<file path="src/rtl/vga_pkg.sv">
// Shared types and default 640x480@60 timing constants for the VGA pipeline.
package vga_pkg;

    typedef logic [10:0] coord_t;

    typedef struct packed {
        logic hs;
        logic vs;
        logic vis;
    } sync_t;

    localparam sync_t SYNC_IDLE = '{hs: 1'b1, vs: 1'b1, vis: 1'b0};

    localparam int unsigned H_VISIBLE = 640;
    localparam int unsigned H_FRONT   = 16;
    localparam int unsigned H_SYNC    = 96;
    localparam int unsigned H_BACK    = 48;
    localparam int unsigned V_VISIBLE = 480;
    localparam int unsigned V_FRONT   = 10;
    localparam int unsigned V_SYNC    = 2;
    localparam int unsigned V_BACK    = 33;

    localparam int unsigned H_TOTAL  = H_VISIBLE + H_FRONT + H_SYNC + H_BACK;
    localparam int unsigned V_TOTAL  = V_VISIBLE + V_FRONT + V_SYNC + V_BACK;
    localparam int unsigned HS_START = H_VISIBLE + H_FRONT;
    localparam int unsigned HS_END   = HS_START + H_SYNC;
    localparam int unsigned VS_START = V_VISIBLE + V_FRONT;
    localparam int unsigned VS_END   = VS_START + V_SYNC;

endpackage

</file>
<file path="src/rtl/vga_timing_gen_if.sv">
// Raster bus between the timing generator (master) and the drawers (slave).
interface vga_timing_gen_if ();
    import vga_pkg::*;

    logic   pixelEn;
    coord_t pixelX;
    coord_t pixelY;
    logic   hSync;
    logic   vSync;
    logic   blankN;
    logic   startOfFrame;

    modport master (
        input  pixelEn,
        output pixelX, pixelY, hSync, vSync, blankN, startOfFrame
    );

    modport slave (
        output pixelEn,
        input  pixelX, pixelY, hSync, vSync, blankN, startOfFrame
    );

endinterface

</file>
<file path="src/rtl/vga_sync_delay.sv">
// Enabled shift register for {hs, vs, vis}; DEPTH=0 is a combinational pass-through.
module vga_sync_delay
    import vga_pkg::*;
#(
    parameter int unsigned DEPTH = 1
) (
    input  logic  clk,
    input  logic  rst,
    input  logic  en,
    input  sync_t d,
    output sync_t q
);

    generate
        if (DEPTH == 0) begin : g_pass
            assign q = d;
        end else begin : g_shift
            sync_t stage [DEPTH];

            always_ff @(posedge clk or posedge rst) begin
                if (rst) begin
                    for (int unsigned i = 0; i < DEPTH; i++) begin
                        stage[i] <= SYNC_IDLE;
                    end
                end else if (en) begin
                    stage[0] <= d;
                    for (int unsigned i = 1; i < DEPTH; i++) begin
                        stage[i] <= stage[i-1];
                    end
                end
            end

            assign q = stage[DEPTH-1];
        end
    endgenerate

endmodule

</file>
<file path="src/rtl/vga_timing_gen.sv">
// Raster counters, raw sync/visible decode and aligned sync outputs for the drawers.
module vga_timing_gen #(
    parameter int unsigned H_VISIBLE  = vga_pkg::H_VISIBLE,
    parameter int unsigned H_FRONT    = vga_pkg::H_FRONT,
    parameter int unsigned H_SYNC     = vga_pkg::H_SYNC,
    parameter int unsigned H_BACK     = vga_pkg::H_BACK,
    parameter int unsigned V_VISIBLE  = vga_pkg::V_VISIBLE,
    parameter int unsigned V_FRONT    = vga_pkg::V_FRONT,
    parameter int unsigned V_SYNC     = vga_pkg::V_SYNC,
    parameter int unsigned V_BACK     = vga_pkg::V_BACK,
    parameter int unsigned SYNC_DELAY = 1
) (
    input logic              clk,
    input logic              reset,
    vga_timing_gen_if.master vga
);

    localparam int unsigned H_TOT = H_VISIBLE + H_FRONT + H_SYNC + H_BACK;
    localparam int unsigned V_TOT = V_VISIBLE + V_FRONT + V_SYNC + V_BACK;

    localparam vga_pkg::coord_t H_LAST = vga_pkg::coord_t'(H_TOT - 1);
    localparam vga_pkg::coord_t V_LAST = vga_pkg::coord_t'(V_TOT - 1);
    localparam vga_pkg::coord_t X_VIS  = vga_pkg::coord_t'(H_VISIBLE);
    localparam vga_pkg::coord_t Y_VIS  = vga_pkg::coord_t'(V_VISIBLE);
    localparam vga_pkg::coord_t HS_LO  = vga_pkg::coord_t'(H_VISIBLE + H_FRONT);
    localparam vga_pkg::coord_t HS_HI  = vga_pkg::coord_t'(H_VISIBLE + H_FRONT + H_SYNC);
    localparam vga_pkg::coord_t VS_LO  = vga_pkg::coord_t'(V_VISIBLE + V_FRONT);
    localparam vga_pkg::coord_t VS_HI  = vga_pkg::coord_t'(V_VISIBLE + V_FRONT + V_SYNC);

    generate
        if (H_TOT > 2047 || V_TOT > 2047) begin : g_bad_total
            $error("vga_timing_gen: H_TOTAL/V_TOTAL must fit 11-bit coordinates");
        end
        if (SYNC_DELAY > 7) begin : g_bad_delay
            $error("vga_timing_gen: SYNC_DELAY must be 0..7");
        end
    endgenerate

    vga_pkg::coord_t px;
    vga_pkg::coord_t py;
    logic            sof;
    logic            x_last;
    logic            y_last;
    vga_pkg::sync_t  raw;
    vga_pkg::sync_t  dly;

    always_comb begin
        x_last = (px == H_LAST);
        y_last = (py == V_LAST);
    end

    // sof is decoded from the pre-update counters so it lines up with (0, V_VISIBLE).
    always_ff @(posedge clk or posedge reset) begin
        if (reset) begin
            px  <= '0;
            py  <= '0;
            sof <= 1'b0;
        end else begin
            sof <= 1'b0;
            if (vga.pixelEn) begin
                sof <= x_last && (py == Y_VIS - 11'd1);
                if (x_last) begin
                    px <= '0;
                    py <= y_last ? '0 : py + 11'd1;
                end else begin
                    px <= px + 11'd1;
                end
            end
        end
    end

    always_comb begin
        raw     = vga_pkg::SYNC_IDLE;
        raw.hs  = !((px >= HS_LO) && (px < HS_HI));
        raw.vs  = !((py >= VS_LO) && (py < VS_HI));
        raw.vis = (px < X_VIS) && (py < Y_VIS);
    end

    vga_sync_delay #(
        .DEPTH(SYNC_DELAY)
    ) u_sync_delay (
        .clk (clk),
        .rst (reset),
        .en  (vga.pixelEn),
        .d   (raw),
        .q   (dly)
    );

    assign vga.pixelX       = px;
    assign vga.pixelY       = py;
    assign vga.hSync        = dly.hs;
    assign vga.vSync        = dly.vs;
    assign vga.blankN       = dly.vis;
    assign vga.startOfFrame = sof;

endmodule

</file>
<file path="src/flat_wrapper.sv">
// flat-port wrapper written by rule: the top's interface ports become plain ports
module vga_timing_gen_flat 
#(
    parameter int unsigned H_VISIBLE  = vga_pkg::H_VISIBLE,
    parameter int unsigned H_FRONT    = vga_pkg::H_FRONT,
    parameter int unsigned H_SYNC     = vga_pkg::H_SYNC,
    parameter int unsigned H_BACK     = vga_pkg::H_BACK,
    parameter int unsigned V_VISIBLE  = vga_pkg::V_VISIBLE,
    parameter int unsigned V_FRONT    = vga_pkg::V_FRONT,
    parameter int unsigned V_SYNC     = vga_pkg::V_SYNC,
    parameter int unsigned V_BACK     = vga_pkg::V_BACK,
    parameter int unsigned SYNC_DELAY = 1
)
  (clk, reset, vga_pixelEn, vga_pixelX, vga_pixelY, vga_hSync, vga_vSync, vga_blankN, vga_startOfFrame);
  vga_timing_gen_if vga_i ();
  input logic clk;
  input logic reset;
  input wire logic [$bits(vga_i.pixelEn)-1:0] vga_pixelEn;
  output wire logic [$bits(vga_i.pixelX)-1:0] vga_pixelX;
  output wire logic [$bits(vga_i.pixelY)-1:0] vga_pixelY;
  output wire logic [$bits(vga_i.hSync)-1:0] vga_hSync;
  output wire logic [$bits(vga_i.vSync)-1:0] vga_vSync;
  output wire logic [$bits(vga_i.blankN)-1:0] vga_blankN;
  output wire logic [$bits(vga_i.startOfFrame)-1:0] vga_startOfFrame;
  assign vga_i.pixelEn = vga_pixelEn;
  assign vga_pixelX = vga_i.pixelX;
  assign vga_pixelY = vga_i.pixelY;
  assign vga_hSync = vga_i.hSync;
  assign vga_vSync = vga_i.vSync;
  assign vga_blankN = vga_i.blankN;
  assign vga_startOfFrame = vga_i.startOfFrame;
  vga_timing_gen #(.H_VISIBLE(H_VISIBLE), .H_FRONT(H_FRONT), .H_SYNC(H_SYNC), .H_BACK(H_BACK), .V_VISIBLE(V_VISIBLE), .V_FRONT(V_FRONT), .V_SYNC(V_SYNC), .V_BACK(V_BACK), .SYNC_DELAY(SYNC_DELAY)) u_core (.clk(clk), .reset(reset), .vga(vga_i));
endmodule
</file>
<file path="config.mk">
export PLATFORM = sky130hd
export DESIGN_NAME = vga_timing_gen_flat
export DESIGN_NICKNAME = d
export VERILOG_FILES = /design/src/rtl/vga_pkg.sv /design/src/rtl/vga_timing_gen_if.sv /design/src/rtl/vga_sync_delay.sv /design/src/rtl/vga_timing_gen.sv /design/src/flat_wrapper.sv
export SDC_FILE = /design/constraint.sdc
export NUM_CORES = 1
export LEC_CHECK = 0
export ABC_AREA = 1
export CAP_MARGIN = 20
export CORE_UTILIZATION = 51
export CTS_CLUSTER_SIZE = 14
export DETAILED_ROUTE_END_ITERATION = 6
export GPL_TIMING_DRIVEN = 0
export MAX_ROUTING_LAYER = met4
export PLACE_DENSITY = 0.77
export SLEW_MARGIN = 20
export SYNTH_ARGS = -nofsm -noshare
export SYNTH_HDL_FRONTEND = slang
export SYNTH_SLANG_ARGS = --single-unit
</file>
<file path="constraint.sdc">
create_clock -name clk -period 1.6 [get_ports clk]
set_clock_uncertainty 0.2 [all_clocks]
set_input_delay 0.4 -clock clk [delete_from_list [all_inputs] [get_ports clk]]
set_output_delay 0.4 -clock clk [all_outputs]
set_load 0.05 [all_outputs]
</file>
==> impl_metrics.py <==
metrics = {
    "outcome": {
        "run_status": "complete, but fails checks",
        "violations": "design-rule violations, negative setup slack",
    },
    "routing": {
        "vias_per_cell": 5.08,
        "via_count": 1540,
        "drc": 6,
        "detail_route.wl_per_cell_um": 12.6,
        "first_pass_iters": 6,
        "drt_iter0_drc": 69,
        "ant_nets": 0,
        "wirelength_mm": 3.80,
    },
    "critical_path": {
        "path_cells": "buf_8",
        "cpMaxStageDelayCell": "dfstp_2",
        "path_delay_family": "flip-flops",
        "critPathCaptureType": "output pin",
        "r2r_end": "u_core.vga.pixelY[9]",
        "rr_worst_depth": 8,
        "worstReg2RegStart": "u_core.vga.pixelX[1]",
        "cp_max_fo": 2,
        "crit_path_max_incr_delay_ns": 0.57,
        "reg2reg_slack_ns": 0.01,
        "arrival_ns": 1.04,
        "cp-start-kind": "register",
        "crit_type": "register to output pin",
        "critPathBufInv": 1,
        "worst-endpoint-required_ns": 1.00,
    },
    "finish": {
        "syn2layout_area_growth_pct": 36.4,
        "fin_cells": 303,
        "fin_nets": 279,
        "stdcell_area_mm2": 0.00210,
        "diodes": 0,
        "fillers": 219,
        "final_layout_size_suffix_gt1_share_pct": 33.1,
    },
    "timing": {
        "tightest_slew_ns": 0.924,
        "drv_slew": 0,
        "period_share_pct": 103,
        "holdWs_ns": 0.134,
        "fmax_mhz": 609,
        "grt_setup_unrepaired": "true",
        "layout_setup_ws_ns": -0.0413,
        "finalSetupViolations": 2,
        "hold_viol": 0,
        "slew_headroom_pct": 38.0,
        "finalCriticalPeriod_ns": 1.64,
    },
    "worst_hold_path": {
        "min_from": "vga_pixelEn",
        "holdPathEnd": "u_core.u_sync_delay.q[2]",
        "hp-class": "input port to register",
        "worstHoldPathCells": 3,
    },
    "clock_network": {
        "numCtsBuffers": 3,
        "clock_sinks": 26,
        "clockBufferDepth": 2,
        "htree_levels": 1,
        "postCtsHoldBufs": 0,
        "clockRootBuffer": "clkbuf_4",
        "path_clk_slew_ns": 0.14,
        "cts_tree": "done",
        "clk_latency_ns": 0.32,
    },
    "floorplan": {
        "die_x_um": 56.9,
        "top_level_ports": 29,
        "initial_core_util_pct": 54.9,
        "core_mm2": 0.00281,
        "dieArea_mm2": 0.00324,
        "die_y_um": 56.9,
        "rows": 19,
    },
    "yosys": {
        "synth_seq_area_share_pct": 42.4,
        "synth_fp_nets": 225,
        "yosysWarnings": 0,
        "synth-main-ff-cell": "dfrtp_1",
        "yosysTopAreaCellShare_pct": 39.0,
        "synthMostInstantiatedCell": "nand2_1",
        "synth_area_per_cell_um2": 7.03,
        "synth-seq-cells": 26,
        "yosysTopAreaCell": "dfrtp_1",
        "synthTopCellsByArea": "dfrtp_1 39%, nand2_1 20%, nor2_1 7.3%",
        "async_reset_ff_share_pct": 100,
        "syn_area_mm2": 0.00154,
        "ys_types": 25,
        "synth_edf_count": 0,
        "syn_inst": 219,
        "yosys-top-cells-count": "81 x nand2_1, 30 x nor2_1, 27 x inv_1",
    },
    "run": {
        "maxCapViolCount": 0,
    },
    "place": {
        "io_buffers": 27,
        "dp_slack_ns": -0.333,
        "place_inst": 277,
        "routabilityCongestion": 0.928,
        "dp_hpwl_mm": 2.47,
        "place_area_mm2": 0.00189,
    },
    "pwr": {
        "swShare_pct": 47.2,
        "leakage_nw": 1.14,
        "combPwrFrac_pct": 56.6,
        "ir_drop_v": 0.000930,
        "intPower_w": 0.00149,
        "p_seq_share_pct": 33.1,
        "p_per_area_mw_per_mm2": 1350,
        "p_sw_w": 0.00134,
        "clock_power_share_pct": 10.3,
    },
    "global_route": {
        "grt_max_degree": 27,
        "grt_pass1_wl_mm": 6.25,
        "antenna_found_initial": 0,
        "track_usage_pct": 25.8,
        "grt.overflow.total": 0,
        "grt_pass1_vias": 1371,
    },
}
## layer usage
layer  track usage [%]  wire length, µm  vias up
met5                 -                0        -
met4              9.41               63        0
met3              2.72              159        4
met2              38.0             1690       37
met1              36.9             1890      723
li1                  -                -      776
## how the worst max path moves through the flow
stage	slack [ns]	cells after the start	end	from
floorplan	0.003	7	u_core.vga.pixelY[1]	u_core.vga.pixelX[2]
global placement	-0.32	1	vga_pixelY[4]	u_core.vga.pixelY[4]
detailed placement	-0.33	1	vga_pixelY[4]	u_core.vga.pixelY[4]
CTS	-0.05	1	vga_vSync	u_core.u_sync_delay.q[1]
global route	-0.08	1	vga_vSync	u_core.u_sync_delay.q[1]
finish	-0.04	1	vga_vSync	u_core.u_sync_delay.q[1]
## area by class of cell
type | instances | area (µm²) | area share [%]
buffer | 4 | 38.8 | 1.85
multi-input combinational | 161 | 807 | 38.4
sequential | 26 | 669 | 31.9
tap | 31 | 38.8 | 1.85
inverter | 28 | 105 | 5.01
timing repair buffer | 49 | 414 | 19.7
clock buffer | 4 | 26.3 | 1.25
## power groups by stage
stage / registers, W / clock network [W] / logic [W]
6_report: 0.000935 / 0.000291 / 0.00160
5_1_grt: 0.000951 / 0.000328 / 0.00171
4_1_cts: 0.000928 / 0.000305 / 0.00147
3_5_place_dp: 0.00101 / 0 / 0.00127
3_3_place_gp: 0.00100 / 0 / 0.00125
2_1_floorplan: 0.00145 / 0 / 0.000437
## logic make-up after synthesis
kind of cell    after synthesis  synth area share (%)
simple gates                142                  39.2
buf+inv                      32                  8.94
flops                        26                  42.4
compound gates               11                  4.15
xor+xnor                      5                  2.85
fa+ha+maj                     3                  2.44
## sequential cells by signal (all words and copies together) (netlist names)
register / flops
u_core.vga.pixelX: 11
u_core.vga.startOfFrame: 1
u_core.u_sync_delay.q: 3
u_core.vga.pixelY: 11
## cells in the final DEF, fill, tap and decap left out, types with 5 or more instances in the layout
| cell type | n |
|---|---|
| o21ai_0 | 5 |
| dfrtp_2 | 13 |
| dfrtp_1 | 11 |
| nor2_2 | 5 |
| buf_6 | 10 |
| nand3_1 | 18 |
| inv_1 | 26 |
| clkbuf_4 | 5 |
| buf_4 | 34 |
| nor2_1 | 25 |
| nand2_1 | 77 |
## timing repair
action                     4_1_cts  5_1_grt
setup endpoints to repair       26       27
resized for setup              161       20
pin swaps                        0        8
buffers inserted                18        4
## per-stage QoR
step           util (%)  setup TNS [ns]  power, W
4_1_cts            71.2          -0.108   0.00270
3_3_place_gp       67.2          -11.87   0.00225
6_report           74.8         -0.0749   0.00283
3_5_place_dp       67.2          -12.21   0.00227
5_1_grt            74.8          -0.362   0.00299
2_1_floorplan         -               0   0.00189
No activity file was read; power rests on OpenSTA's default activity.
